$ cat config.mk
export PLATFORM = sky130hd
export DESIGN_NAME = cache_refill_ctrl
export DESIGN_NICKNAME = d
export VERILOG_FILES = /design/src/rtl/cache_pkg.sv /design/src/rtl/cache_line_ram.sv /design/src/rtl/cache_refill_ctrl.sv
export SDC_FILE = /design/constraint.sdc
export NUM_CORES = 1
export LEC_CHECK = 0
export CAP_MARGIN = 10
export CORE_MARGIN = 2
export CORE_UTILIZATION = 54
export DETAILED_ROUTE_END_ITERATION = 6
export GPL_ROUTABILITY_DRIVEN = 1
export PLACE_DENSITY_LB_ADDON = 0.1
export RECOVER_POWER = 25
export SYNTH_ARGS = -nofsm -noshare
export SYNTH_HDL_FRONTEND = slang
export SYNTH_SLANG_ARGS = --single-unit
$ cat constraint.sdc
create_clock -name iCLK -period 4.25 [get_ports iCLK]
set_clock_uncertainty 0.05 [all_clocks]
set_input_delay 0.85 -clock iCLK [delete_from_list [all_inputs] [get_ports iCLK]]
set_output_delay 0.85 -clock iCLK [all_outputs]
set_load 0.02 [all_outputs]
$ cat src/rtl/cache_pkg.sv
// Shared types and address helpers for the write-through data cache controller.
package cache_pkg;

  typedef enum logic [2:0] {
    FLUSH,
    IDLE,
    LOOKUP,
    REFILL,
    WMEM
  } state_t;

  function automatic int tag_width(input int data_width, input int address_width);
    return data_width - address_width - 2;
  endfunction

  // Helpers work on a 64-bit view; callers size-cast the result to their field width.
  function automatic logic [63:0] addr_index(input logic [63:0] addr, input int address_width);
    return (addr >> 2) & ((64'd1 << address_width) - 64'd1);
  endfunction

  function automatic logic [63:0] addr_tag(input logic [63:0] addr, input int address_width);
    return addr >> (address_width + 2);
  endfunction

endpackage

$ cat src/rtl/cache_line_ram.sv
// Tag/valid/data arrays for a direct-mapped, one-word-per-line cache.
module cache_line_ram #(
  parameter int ADDRESS_WIDTH = 4,
  parameter int DATA_WIDTH    = 32,
  parameter int TAG_WIDTH     = 26
) (
  input  logic                     iCLK,
  input  logic [ADDRESS_WIDTH-1:0] iRdIdx,
  output logic                     oRdValid,
  output logic [TAG_WIDTH-1:0]     oRdTag,
  output logic [DATA_WIDTH-1:0]    oRdData,
  input  logic [ADDRESS_WIDTH-1:0] iWrIdx,
  input  logic                     iClrValid,
  input  logic                     iWrLine,
  input  logic                     iWrData,
  input  logic [TAG_WIDTH-1:0]     iWrTag,
  input  logic [DATA_WIDTH-1:0]    iWrWord
);

  localparam int unsigned LINES = 2 ** ADDRESS_WIDTH;

  logic [LINES-1:0]      valid;
  logic [TAG_WIDTH-1:0]  tags  [LINES];
  logic [DATA_WIDTH-1:0] words [LINES];

  always_ff @(posedge iCLK) begin
    if (iClrValid) begin
      valid[iWrIdx] <= 1'b0;
    end else if (iWrLine) begin
      valid[iWrIdx] <= 1'b1;
      tags[iWrIdx]  <= iWrTag;
      words[iWrIdx] <= iWrWord;
    end else if (iWrData) begin
      words[iWrIdx] <= iWrWord;
    end
  end

  always_ff @(posedge iCLK) begin
    oRdValid <= valid[iRdIdx];
    oRdTag   <= tags[iRdIdx];
    oRdData  <= words[iRdIdx];
  end

endmodule

$ cat src/rtl/cache_refill_ctrl.sv
// Request/refill controller: tag compare, read-miss refill, write-through stores,
// and the valid-clear walk after reset or flush.
module cache_refill_ctrl #(
  parameter int ADDRESS_WIDTH = 4,
  parameter int DATA_WIDTH    = 32,
  parameter int TAG_WIDTH     = cache_pkg::tag_width(DATA_WIDTH, ADDRESS_WIDTH)
) (
  input  logic                  iCLK,
  input  logic                  iRST_N,
  input  logic                  iReq,
  input  logic                  iWe,
  input  logic [DATA_WIDTH-1:0] iAddr,
  input  logic [DATA_WIDTH-1:0] iWData,
  input  logic                  iFlush,
  output logic                  oReady,
  output logic                  oAck,
  output logic [DATA_WIDTH-1:0] oRData,
  output logic                  oMemReq,
  output logic                  oMemWe,
  output logic [DATA_WIDTH-1:0] oMemAddr,
  output logic [DATA_WIDTH-1:0] oMemWData,
  input  logic                  iMemAck,
  input  logic [DATA_WIDTH-1:0] iMemRData
);
  import cache_pkg::*;

  state_t state, state_n;

  logic [ADDRESS_WIDTH-1:0] flush_cnt;
  logic                     req_we;
  logic [ADDRESS_WIDTH-1:0] req_idx;
  logic [TAG_WIDTH-1:0]     req_tag;
  logic [DATA_WIDTH-1:0]    req_wdata;

  logic [ADDRESS_WIDTH-1:0] in_idx;
  logic [TAG_WIDTH-1:0]     in_tag;
  logic                     accept, flush_go, mem_done, hit;

  logic                     rd_valid;
  logic [TAG_WIDTH-1:0]     rd_tag;
  logic [DATA_WIDTH-1:0]    rd_data;

  logic                     ready_d, ack_d, mreq_d, mwe_d;
  logic [DATA_WIDTH-1:0]    rdata_d, maddr_d, mwdata_d;
  logic                     clr_en, line_we, data_we;

  assign in_idx   = ADDRESS_WIDTH'(addr_index(64'(iAddr), ADDRESS_WIDTH));
  assign in_tag   = TAG_WIDTH'(addr_tag(64'(iAddr), ADDRESS_WIDTH));
  assign flush_go = (state == IDLE) && oReady && iFlush;
  assign accept   = (state == IDLE) && oReady && iReq && !iFlush;
  assign mem_done = oMemReq && iMemAck;
  assign hit      = rd_valid && (rd_tag == req_tag);

  // Writes are gated by reset so an abandoned refill cannot land in the arrays.
  cache_line_ram #(
    .ADDRESS_WIDTH (ADDRESS_WIDTH),
    .DATA_WIDTH    (DATA_WIDTH),
    .TAG_WIDTH     (TAG_WIDTH)
  ) u_ram (
    .iCLK      (iCLK),
    .iRdIdx    (in_idx),
    .oRdValid  (rd_valid),
    .oRdTag    (rd_tag),
    .oRdData   (rd_data),
    .iWrIdx    ((state == FLUSH) ? flush_cnt : req_idx),
    .iClrValid (clr_en && iRST_N),
    .iWrLine   (line_we && iRST_N),
    .iWrData   (data_we && iRST_N),
    .iWrTag    (req_tag),
    .iWrWord   ((state == REFILL) ? iMemRData : req_wdata)
  );

  always_ff @(posedge iCLK) begin
    if (!iRST_N) begin
      state     <= FLUSH;
      flush_cnt <= '0;
      req_we    <= 1'b0;
      req_idx   <= '0;
      req_tag   <= '0;
      req_wdata <= '0;
      oReady    <= 1'b0;
      oAck      <= 1'b0;
      oRData    <= '0;
      oMemReq   <= 1'b0;
      oMemWe    <= 1'b0;
      oMemAddr  <= '0;
      oMemWData <= '0;
    end else begin
      state <= state_n;
      if (state == FLUSH) flush_cnt <= flush_cnt + 1'b1;
      else if (flush_go)  flush_cnt <= '0;
      if (accept) begin
        req_we    <= iWe;
        req_idx   <= in_idx;
        req_tag   <= in_tag;
        req_wdata <= iWData;
      end
      oReady    <= ready_d;
      oAck      <= ack_d;
      oRData    <= rdata_d;
      oMemReq   <= mreq_d;
      oMemWe    <= mwe_d;
      oMemAddr  <= maddr_d;
      oMemWData <= mwdata_d;
    end
  end

  always_comb begin
    state_n = state;
    case (state)
      FLUSH:   if (flush_cnt == '1) state_n = IDLE;
      IDLE:    if (flush_go) state_n = FLUSH;
               else if (accept) state_n = LOOKUP;
      LOOKUP:  if (req_we) state_n = WMEM;
               else if (hit) state_n = IDLE;
               else state_n = REFILL;
      REFILL,
      WMEM:    if (mem_done) state_n = IDLE;
      default: state_n = FLUSH;
    endcase
  end

  always_comb begin
    ack_d    = 1'b0;
    rdata_d  = oRData;
    mreq_d   = oMemReq;
    mwe_d    = oMemWe;
    maddr_d  = oMemAddr;
    mwdata_d = oMemWData;
    clr_en   = 1'b0;
    line_we  = 1'b0;
    data_we  = 1'b0;
    case (state)
      FLUSH: clr_en = 1'b1;
      LOOKUP: begin
        if (req_we) begin
          data_we  = hit;
          mreq_d   = 1'b1;
          mwe_d    = 1'b1;
          maddr_d  = {req_tag, req_idx, 2'b00};
          mwdata_d = req_wdata;
        end else if (hit) begin
          ack_d   = 1'b1;
          rdata_d = rd_data;
        end else begin
          mreq_d  = 1'b1;
          mwe_d   = 1'b0;
          maddr_d = {req_tag, req_idx, 2'b00};
        end
      end
      REFILL: if (mem_done) begin
        line_we = 1'b1;
        rdata_d = iMemRData;
        ack_d   = 1'b1;
        mreq_d  = 1'b0;
      end
      WMEM: if (mem_done) begin
        ack_d  = 1'b1;
        mreq_d = 1'b0;
      end
      default: ;
    endcase
    // Ready is held off during the ack cycle so it rises one cycle after oAck.
    ready_d = (state_n == IDLE) && !ack_d;
  end

endmodule
# == Word-level counts from Yosys, hierarchy flattened ==
# Memory sizes are Yosys's and may differ from the RTL's. A register that Yosys moved wholly into a read port is not among the register bits.
# Index checks and enable logic that the tools add are counted.
# W data, S select, Z words.
# word_totals
regBits,187
input_bits,102
memories,2
mem_bits_rw,928
word_cells,106
out_inout_bits,100
# op_classes
reduce_logical,23
order_cmp,3
n_mux,45
n_bitwise,4
n_eq_ne,13
add_sub_neg,1
# mem_list
name,depth,width,read_ports,rd_clocked_by_memory_dff,write_ports,line,source
u_ram.words,16,32,1,1,1,cache_line_ram.sv:24,logic [DATA_WIDTH-1:0] words [LINES];
u_ram.tags,16,26,1,1,1,cache_line_ram.sv:23,logic [TAG_WIDTH-1:0] tags [LINES];
# ops
operator,count
$mux W32,7
$pmux W32 S2,1
$mux W16,2
$eq A26 B26 Y1,1
$mux W1,21
$and A16 B16 Y16,1
$not A16 Y16,1
$or A16 B16 Y16,1
$mux W3,5
$mux W4,3
$pmux W3 S4,1
$logic_and A1 B1 Y1,11
$lt A4 B5 Y1 const B,2
$ne A2 B2 Y1 const B,4
$reduce_bool A2 Y1,4
$eq A3 B1 Y1 const B,2
$eq A3 B2 Y1 const B,2
$add A4 B1 Y4 const B,1
$bmux W1 S4,1
$demux W1 S4,1
$eq A4 B4 Y1 const B,1
$ge A4 B1 Y1 const B,1
$pmux W1 S2,2
$reduce_and A2 Y1,2
10 further kinds,11

# == Depth between registers and ports, before layout ==
# Gate-level depths: netlist (run 1).
# depth
depth_word,10
ltp_mapped,8
ltp_nobuf,6

# == By module ==
# From an unflattened synthesis (run 1), not the netlist that was laid out.
# unflattened
hier_cells,2556
hier_area_um2,44068.5
# modules_own_cells
module,instances,seq_area_each_um2,area_each_um2,cells_per_inst
cache_line_ram,1,29528.3,36682.7,1580
cache_refill_ctrl,1,3363.2,7385.8,976

# == Worst setup path before layout (run 1) ==
# OpenSTA, ideal clock, no wires.
# synth_path
path_kind,flip-flop to flip-flop
start,reg req_tag[14]
end,"mem u_ram.words[7][0], enable pin"
t_required_ns,3.739
path_slack_ns,-0.186
setup_ns,0.461
arrival_ns,3.925
synth_period_minus_slack_ns,4.436
stages_incl_launch_ff,8
n_path_buf,1
cell_sequence,dfxtp_1 > xnor2_1 > nand4_1 > nor4_2 > and4_4 > a31oi_4 > buf_6 > nor3_1
# synth_between
elab_chain_len,10
# synth_lines
element,line,source
"start, declared",cache_refill_ctrl.sv:32,logic [TAG_WIDTH-1:0] req_tag;
"start signal, assigned",cache_refill_ctrl.sv:95,req_tag <= in_tag;
$eq A26 B26 Y1,cache_refill_ctrl.sv:52,assign hit = rd_valid && (rd_tag == req_tag);
$logic_and A1 B1 Y1,cache_refill_ctrl.sv:52,
$mux W1,cache_refill_ctrl.sv:136,if (req_we) begin
$mux W1,cache_refill_ctrl.sv:133,case (state)
$logic_and A1 B1 Y1,cache_refill_ctrl.sv:68,".iWrData (data_we && iRST_N),"
$mux W1,cache_line_ram.sv:33,end else if (iWrData) begin
$mux W1,cache_line_ram.sv:29,end else if (iWrLine) begin
$mux W1,cache_line_ram.sv:27,if (iClrValid) begin
$mux W1 (not written as such),cache_line_ram.sv:34,words[iWrIdx] <= iWrWord;
$or A1 B1 Y1 (no line),n/a,
"end, declared",cache_line_ram.sv:24,
# Every way passes these cells.

# == Final worst setup path (run 1) ==
# layout_path
start,reg req_tag[22]
end,"mem u_ram.words[5][2], enable pin"
# The elaborated chain is that of the path after synthesis.

==> summary.txt, run 1 <==
Floorplanning
  • Cell Rows: roughly 110
  • Die Y: 291 µm
  • Starting density of the core: 0.544
  • Die X: around 290 µm
  • Die area: 84900 µm²
  • Core ar.: between 80000 and 90000 µm²
  • # IOs: a little over 200

Logic synthesis
  • Synthesis Warnings: 0
  • Mapped Avg Cell Area: ~20 µm²
  • Mapped Cells: 2269
  • Synth unique cells: 55
  • Post-synth EDFFs: around 940
  • Ys flop type: edfxtp_1
  • Synth area leaders: edfxtp_1 (64%), mux4_2 (10%), dfxtp_1 (10%), mux4_1 (5.2%), nand2_1 (2.1%)
  • Synth top area share: 0.635
  • Flops & latches, synth: approximately 1200
  • Sequential-to-total area share from yosys stat: 0.737
  • Post-Syn Area: 44600 µm²
  • Async SR Flop Fraction: 0
  • Post-synth top area cell: edfxtp_1

STA
  • RSZ-0062 raised after global routing: no
  • Least-Margin Pin Slew: 2.03 ns
  • Fin. Hold Viols: 0
  • Final slew viol count: between 100 and 150
  • Fmax: 275 MHz
  • Final worst path period share: 0.855
  • Tightest hold margin: just over 0.4 ns
  • Final Setup Violations: 0
  • Max_slew headroom: -0.350
  • Tmin final: 3.63 ns

Finish
  • Layout Nets: 2640
  • Share of layout cells above drive strength 1: 0.206
  • Leading cell type in the layout, fill and taps excluded: edfxtp_1
  • Most frequent cells in the layout: edfxtp_1 (944), nand2_1 (241), dfxtp_1 (227), mux4_2 (207), clkdlybuf4s50_1 (188)
  • Antenna diodes: 0
  • Post-route insts no fill: 3712
  • Layout Utilization: 0.638
  • Area delta synth->final: 17.2%

Clocking
  • Clk root buf: clkbuf_16
  • Hold-fix buffers, CTS: 0
  • TritonCTS Sinks: between 1000 and 1500
  • Htree depth: 3
  • TritonCTS buffer count: 119
  • Setup bufs post-CTS: 0
  • Clock-pin slew on the worst setup and hold paths: approximately 0.060 ns
  • Post-cts gate resize count: 0
  • Maximum buffer depth of the clock tree: 3
  • Clk_lat worst skew: around 0.67 ns
  • CTS tree: yes

Critical path
  • Crit-path max FO: 27
  • R2R Path End: u_ram.words[5][2]
  • CP endpoint kind: flip-flop
  • WP data arrival: 3.92 ns
  • Slowest stage cell, crit path: xnor2_1
  • Reg2Reg Depth: 8
  • Worst setup SP type: flip-flop
  • Worst path cell trace: clkbuf_1 > xnor2_1 > nand4_1 > nor4b_1 > and4_4 > a31oi_4 > nor3_2 > buf_12
  • Slowest Stage Delay on Critical Path: 0.67 ns
  • Launch point of the worst reg-to-reg path: req_tag[22]
  • CP Class: reg2reg
  • R2R Setup Slk: between 0.6 and 0.7 ns
  • Req. time, crit path: 4.54 ns

Placement
  • Placer congestion estimate: 0.805
  • Dpl cells: between 3000 and 4000
  • DP HPWL: 57400 µm
  • Buffers on Ports: 197

GRT
  • Global Route Usage Sum: 0.245
  • Vias in the first global route: 23197
  • GRT overflow: 0
  • Antenna violations before repair: 0
  • First-pass GRT wire length: around 150000 µm
  • Largest net degree at the start of global routing: 196

Route
  • Routed WL: 103000 µm
  • Routed vias: 22562
  • Post-route antenna net violation count: 0
  • Number of DRC markers in iteration 0: about 2000
  • 1st-pass router iterations: 5
  • Vias per inst: 6.08
  • Wirelength per Cell: approximately 28 µm
  • # DRC: 0

Flow run
  • Max-cap violations: 3

Status
  • Failing checks: max-capacitance violations, max-slew violations
  • Outcome: finished, violations left

Hold path
  • Hold Path End: oMemAddr[30]
  • HP Start: oMemAddr[30]
  • Hold depth: 2
  • Min-Delay Path Class: reg2reg

Power and ir drop
  • Pleak: around 16 nW
  • Pwr/cell area: 447 nW/µm²
  • Peak VDD IR: approximately 410 µV
-- where the power goes --
group / internal [mW] / switching [mW]
clock: 6.18 / 4.28
combinational: 0.330 / 0.299
sequential: 12.3 / 0.0190
total: 18.8 / 4.60
-- layer usage --
metal / track usage / wire length, µm / up-vias
li1: - / - / 9731
met1: 0.339 / 42800 / 11969
met2: 0.409 / 51800 / 722
met3: 0.0396 / 6170 / 140
met4: 0.0651 / 2340 / 0
met5: 0 / 0 / -
-- final cells by class --
cell class	count	area, µm²
fillers	5586	29700
multi-input cells	952	11100
inverters	7	26.3
repair buffers	286	2960
well taps	1070	1340
flip-flops and latches	1171	32900
clock inverters	61	534
clock buffers	165	3470
-- worst max-delay path, delay by kind of cell (launching register included) --
| kind | cells | cell delay, ns |
|---|---|---|
| and+or+nand+nor | 4 | 1.29 |
| buffers and inverters | 2 | 0.64 |
| DFF | 1 | 0.29 |
| xor gates and xnor gates | 1 | 0.67 |
| AOI/OAI and AO/OA | 1 | 0.30 |
-- metrics by stage --
| stage | cell area, µm² | TNS, ns | worst slack, ns | power, mW |
|---|---|---|---|---|
| after floorplan | 44600 | -63.53 | -0.186 | 12.9 |
| after global placement | 48400 | 0 | 0.702 | 13.1 |
| after detailed placement | 48400 | 0 | 0.603 | 13.2 |
| after CTS | 52400 | 0 | 0.870 | 23.5 |
| after global routing | 52300 | 0 | 0.439 | 24.0 |
| final | 52300 | 0 | 0.617 | 23.4 |
-- Yosys cell counts (all sizes together) (3+ instances only) --
| cell | instances |
|---|---|
| nand3 | 35 |
| dfxtp | 227 |
| xor2 | 3 |
| nand2b | 7 |
| nand4 | 7 |
| mux2 | 32 |
| o21a | 33 |
| edfxtp | 944 |
| a31oi | 11 |
| buf | 65 |
| nand2 | 245 |
| xnor2 | 23 |
| nor2 | 41 |
| a21boi | 96 |
| inv | 7 |
| a21oi | 5 |
| nor3b | 5 |
| o221a | 33 |
| o21ai | 34 |
| nor2b | 3 |
| mux4 | 295 |
| nor3 | 21 |
| clkbuf | 75 |
-- registers in the layout (all words and copies together) (netlist names), 30 cells and up, named ones only --
name / cells
oMemWData: 32
u_ram.words: 512
oMemAddr: 30
oRData: 32
u_ram.oRdData: 32
u_ram.tags: 416
req_wdata: 32
-- worst max-delay path by stage --
stage	from	endpoint	slack, ns	cells after the start
6_report	req_tag[22]	u_ram.words[5][2]	0.62	8
5_1_grt	req_tag[22]	u_ram.words[5][2]	0.44	8
4_1_cts	req_tag[22]	u_ram.words[5][5]	0.87	8
3_3_place_gp	iMemAck	u_ram.tags[2][9]	0.70	6
2_1_floorplan	req_tag[14]	u_ram.words[7][0]	-0.19	7
3_5_place_dp	iMemAck	u_ram.tags[2][9]	0.60	6
-- logic make-up (layout without fill, tap and decap cells) --
group,Yosys count,in the layout,share of synthesized area
AND/OR/NAND/NOR,376,376,0.0362
adder cells (fa/ha/maj),1,1,0.000280
XOR/XNOR,26,26,0.00510
multiplexers,327,327,0.164
flip-flops,1171,1171,0.737
AO/OA/AOI/OAI,220,220,0.0378
other,1,2,0.0000841
buffers and inverters,147,519,0.0188
Note: power is estimated with default switching activity, not from simulation.
==> run 2, diff against run 1 <==
--- a/config.mk
+++ b/config.mk
@@ -7,7 +7,7 @@
 export LEC_CHECK = 0
 export CAP_MARGIN = 10
 export CORE_MARGIN = 2
-export CORE_UTILIZATION = 54
+export CORE_UTILIZATION = 40
 export DETAILED_ROUTE_END_ITERATION = 6
 export GPL_ROUTABILITY_DRIVEN = 1
 export PLACE_DENSITY_LB_ADDON = 0.1
@@ -15,3 +15,4 @@
 export SYNTH_ARGS = -nofsm -noshare
 export SYNTH_HDL_FRONTEND = slang
 export SYNTH_SLANG_ARGS = --single-unit
+export TNS_END_PERCENT = 5
==> run 2 against run 1 <==
Compared with the run above: the run still ends with max-capacitance violations, max-slew violations left; clock power rose by 6%; total power rose by 2.9%; sequential power barely moved; critical path depth did not move; hold slack got worse by 0.0025 ns; routed wire length rose by 6.7%; critical path type unchanged; cell count rose by 12%; count of clock-buffer cells in the layout rose by 22; combinational power rose by 1%; highest routed layer is now met5.
==> summary.txt, run 2 (synthesis results as in run 1) <==
STA
  • Max_slew headroom: -0.401
  • Tightest hold margin: 0.409 ns
  • Final slew viol count: 161
  • Fin. Hold Viols: 0
  • Setup TNS after final layout: 0 ns
  • Tmin final: 3.75 ns
  • Least-Margin Pin Slew: about 2.1 ns
  • RSZ-0062 raised after global routing: no
  • Fmax: 267 MHz
  • Final Setup Violations: 0
  • Final worst path period share: 0.882

Floorplanning
  • Die area: 114000 µm²
  • Die Y: 338 µm
  • Starting density of the core: 0.403
  • # IOs: between 200 and 250
  • Die X: ~340 µm
  • Cell Rows: 122
  • Core ar.: 111000 µm²

Clocking
  • Clk_lat worst skew: 0.73 ns
  • Setup bufs post-CTS: 0
  • Maximum buffer depth of the clock tree: 3
  • Post-cts gate resize count: 0
  • Clk root buf: clkbuf_16
  • Hold-fix buffers, CTS: 0
  • Clock-pin slew on the worst setup and hold paths: 0.06 ns
  • Htree depth: 4
  • TritonCTS Sinks: approximately 1200
  • TritonCTS buffer count: between 100 and 150
  • CTS tree: yes

Placement
  • Buffers on Ports: 197
  • Placer congestion estimate: between 0.7 and 0.8
  • Placed Area: a little under 50000 µm²
  • DP HPWL: between 60000 and 70000 µm

Route
  • Wirelength per Cell: 26.5 µm
  • Routed WL: between 100000 and 150000 µm
  • Routed vias: 22440
  • Post-route antenna net violation count: 0
  • Number of DRC markers in iteration 0: about 1900
  • # DRC: 0
  • Vias per inst: 5.39
  • 1st-pass router iterations: 7

Power and ir drop
  • Int Pwr: 19.2 mW
  • Pwr/cell area: 451 nW/µm²
  • Clk pwr share: 0.463
  • NetSw: 4.82 mW
  • Sw Ratio: 0.201
  • Pleak: 15.9 nW
  • Peak VDD IR: 300 µV
  • Power consumption: between 20 and 25 mW
  • Gate power share: 0.026
  • Sequential power share: 0.511

Finish
  • Share of layout cells above drive strength 1: 0.210
  • Layout Utilization: 0.481
  • Most frequent cells in the layout: edfxtp_1 (944), nand2_1 (241), dfxtp_1 (227), mux4_2 (207), clkdlybuf4s50_1 (191)
  • Leading cell type in the layout, fill and taps excluded: edfxtp_1
  • Layout Nets: 2668
  • Largest register FFs: 512
  • Antenna diodes: 0
  • Post-route cell area: 53300 µm²
  • Top flop regs: u_ram.words (512), u_ram.tags (416)
  • Top reg by flops: u_ram.words
  • Fillcell total: ~9200
  • Area delta synth->final: 19.4%

Critical path
  • WP data arrival: 4.06 ns
  • Worst path cell trace: clkbuf_1 > xnor2_1 > nand4_1 > nor4_2 > and4_4 > a31oi_4 > nor3_2 > buf_4
  • CP Class: reg2reg
  • Slowest stage cell, crit path: clkbuf_1
  • Req. time, crit path: 4.56 ns
  • Slowest Stage Delay on Critical Path: 0.59 ns
  • WP buf/inv: 2
  • Kind of cell adding the most delay to the critical path: simple AND/OR/NAND/NOR gates
  • Worst setup SP type: flip-flop
  • CP endpoint kind: flip-flop
  • Crit-path max FO: 20

GRT
  • Antenna violations before repair: 2
  • Global Route Usage Sum: 0.195
  • GRT overflow: 0
  • Largest net degree at the start of global routing: 197
  • First-pass GRT wire length: 160000 µm
  • Vias in the first global route: between 20000 and 25000

Hold path
  • Min-Delay Path Class: reg2reg

Status
  • Failing checks: max-capacitance violations, max-slew violations
  • Outcome: finished, violations left

Flow run
  • Max-cap violations: 3
==> run 2: layout make-up <==
cell class	count	area, µm²	area share
Sequential cell	1171	32900	0.618
Clock inverter	53	523	0.00982
Multi-Input combinational cell	952	11100	0.209
Timing Repair Buffer	302	3090	0.0579
Inverter	7	26.3	0.000493
Tap cell	1488	1860	0.0350
Clock buffer	187	3770	0.0707
==> run 2: final timing paths <==
kind	from	endpoint	slack, ns	depth (start not counted)
min	oMemAddr[28]	oMemAddr[28]	0.41	2
max reg2reg	req_tag[11]	u_ram.words[14][8]	0.50	8
max	req_tag[11]	u_ram.words[14][8]	0.50	8
min reg2reg	oMemAddr[28]	oMemAddr[28]	0.41	2
==> run 2: stage by stage <==
stage,instances,setup slack [ns]
finish,4160,0.500
CTS,4160,0.812
global placement,3920,0.775
global route,4160,0.283
detailed placement,3920,0.714
floorplan,2270,-0.186
==> run 2: power by group through the flow <==
| stage | clock network (mW) | logic (mW) | registers [mW] |
|---|---|---|---|
| floorplan | 0 | 0.417 | 12.5 |
| global placement | 0 | 0.649 | 12.5 |
| detailed placement | 0 | 0.652 | 12.5 |
| CTS | 11.4 | 0.655 | 12.3 |
| global route | 11.8 | 0.680 | 12.3 |
| finish | 11.1 | 0.637 | 12.3 |
==> run 2: tightest hold or removal path, delay by kind of cell, from the launching register on <==
kind	cells	cell delay, ns
compound gates	1	0.05
flops	1	0.31
simple gates	1	0.06
==> run 2: layer usage <==
metal,vias to the layer above,track usage,share of wire,wire length (µm)
li1,9792,-,-,-
met4,4,0.0536,0.021,2260
met5,-,0,0.00021,23
met3,147,0.0375,0.054,5890
met2,634,0.328,0.50,55100
met1,11863,0.260,0.43,46800
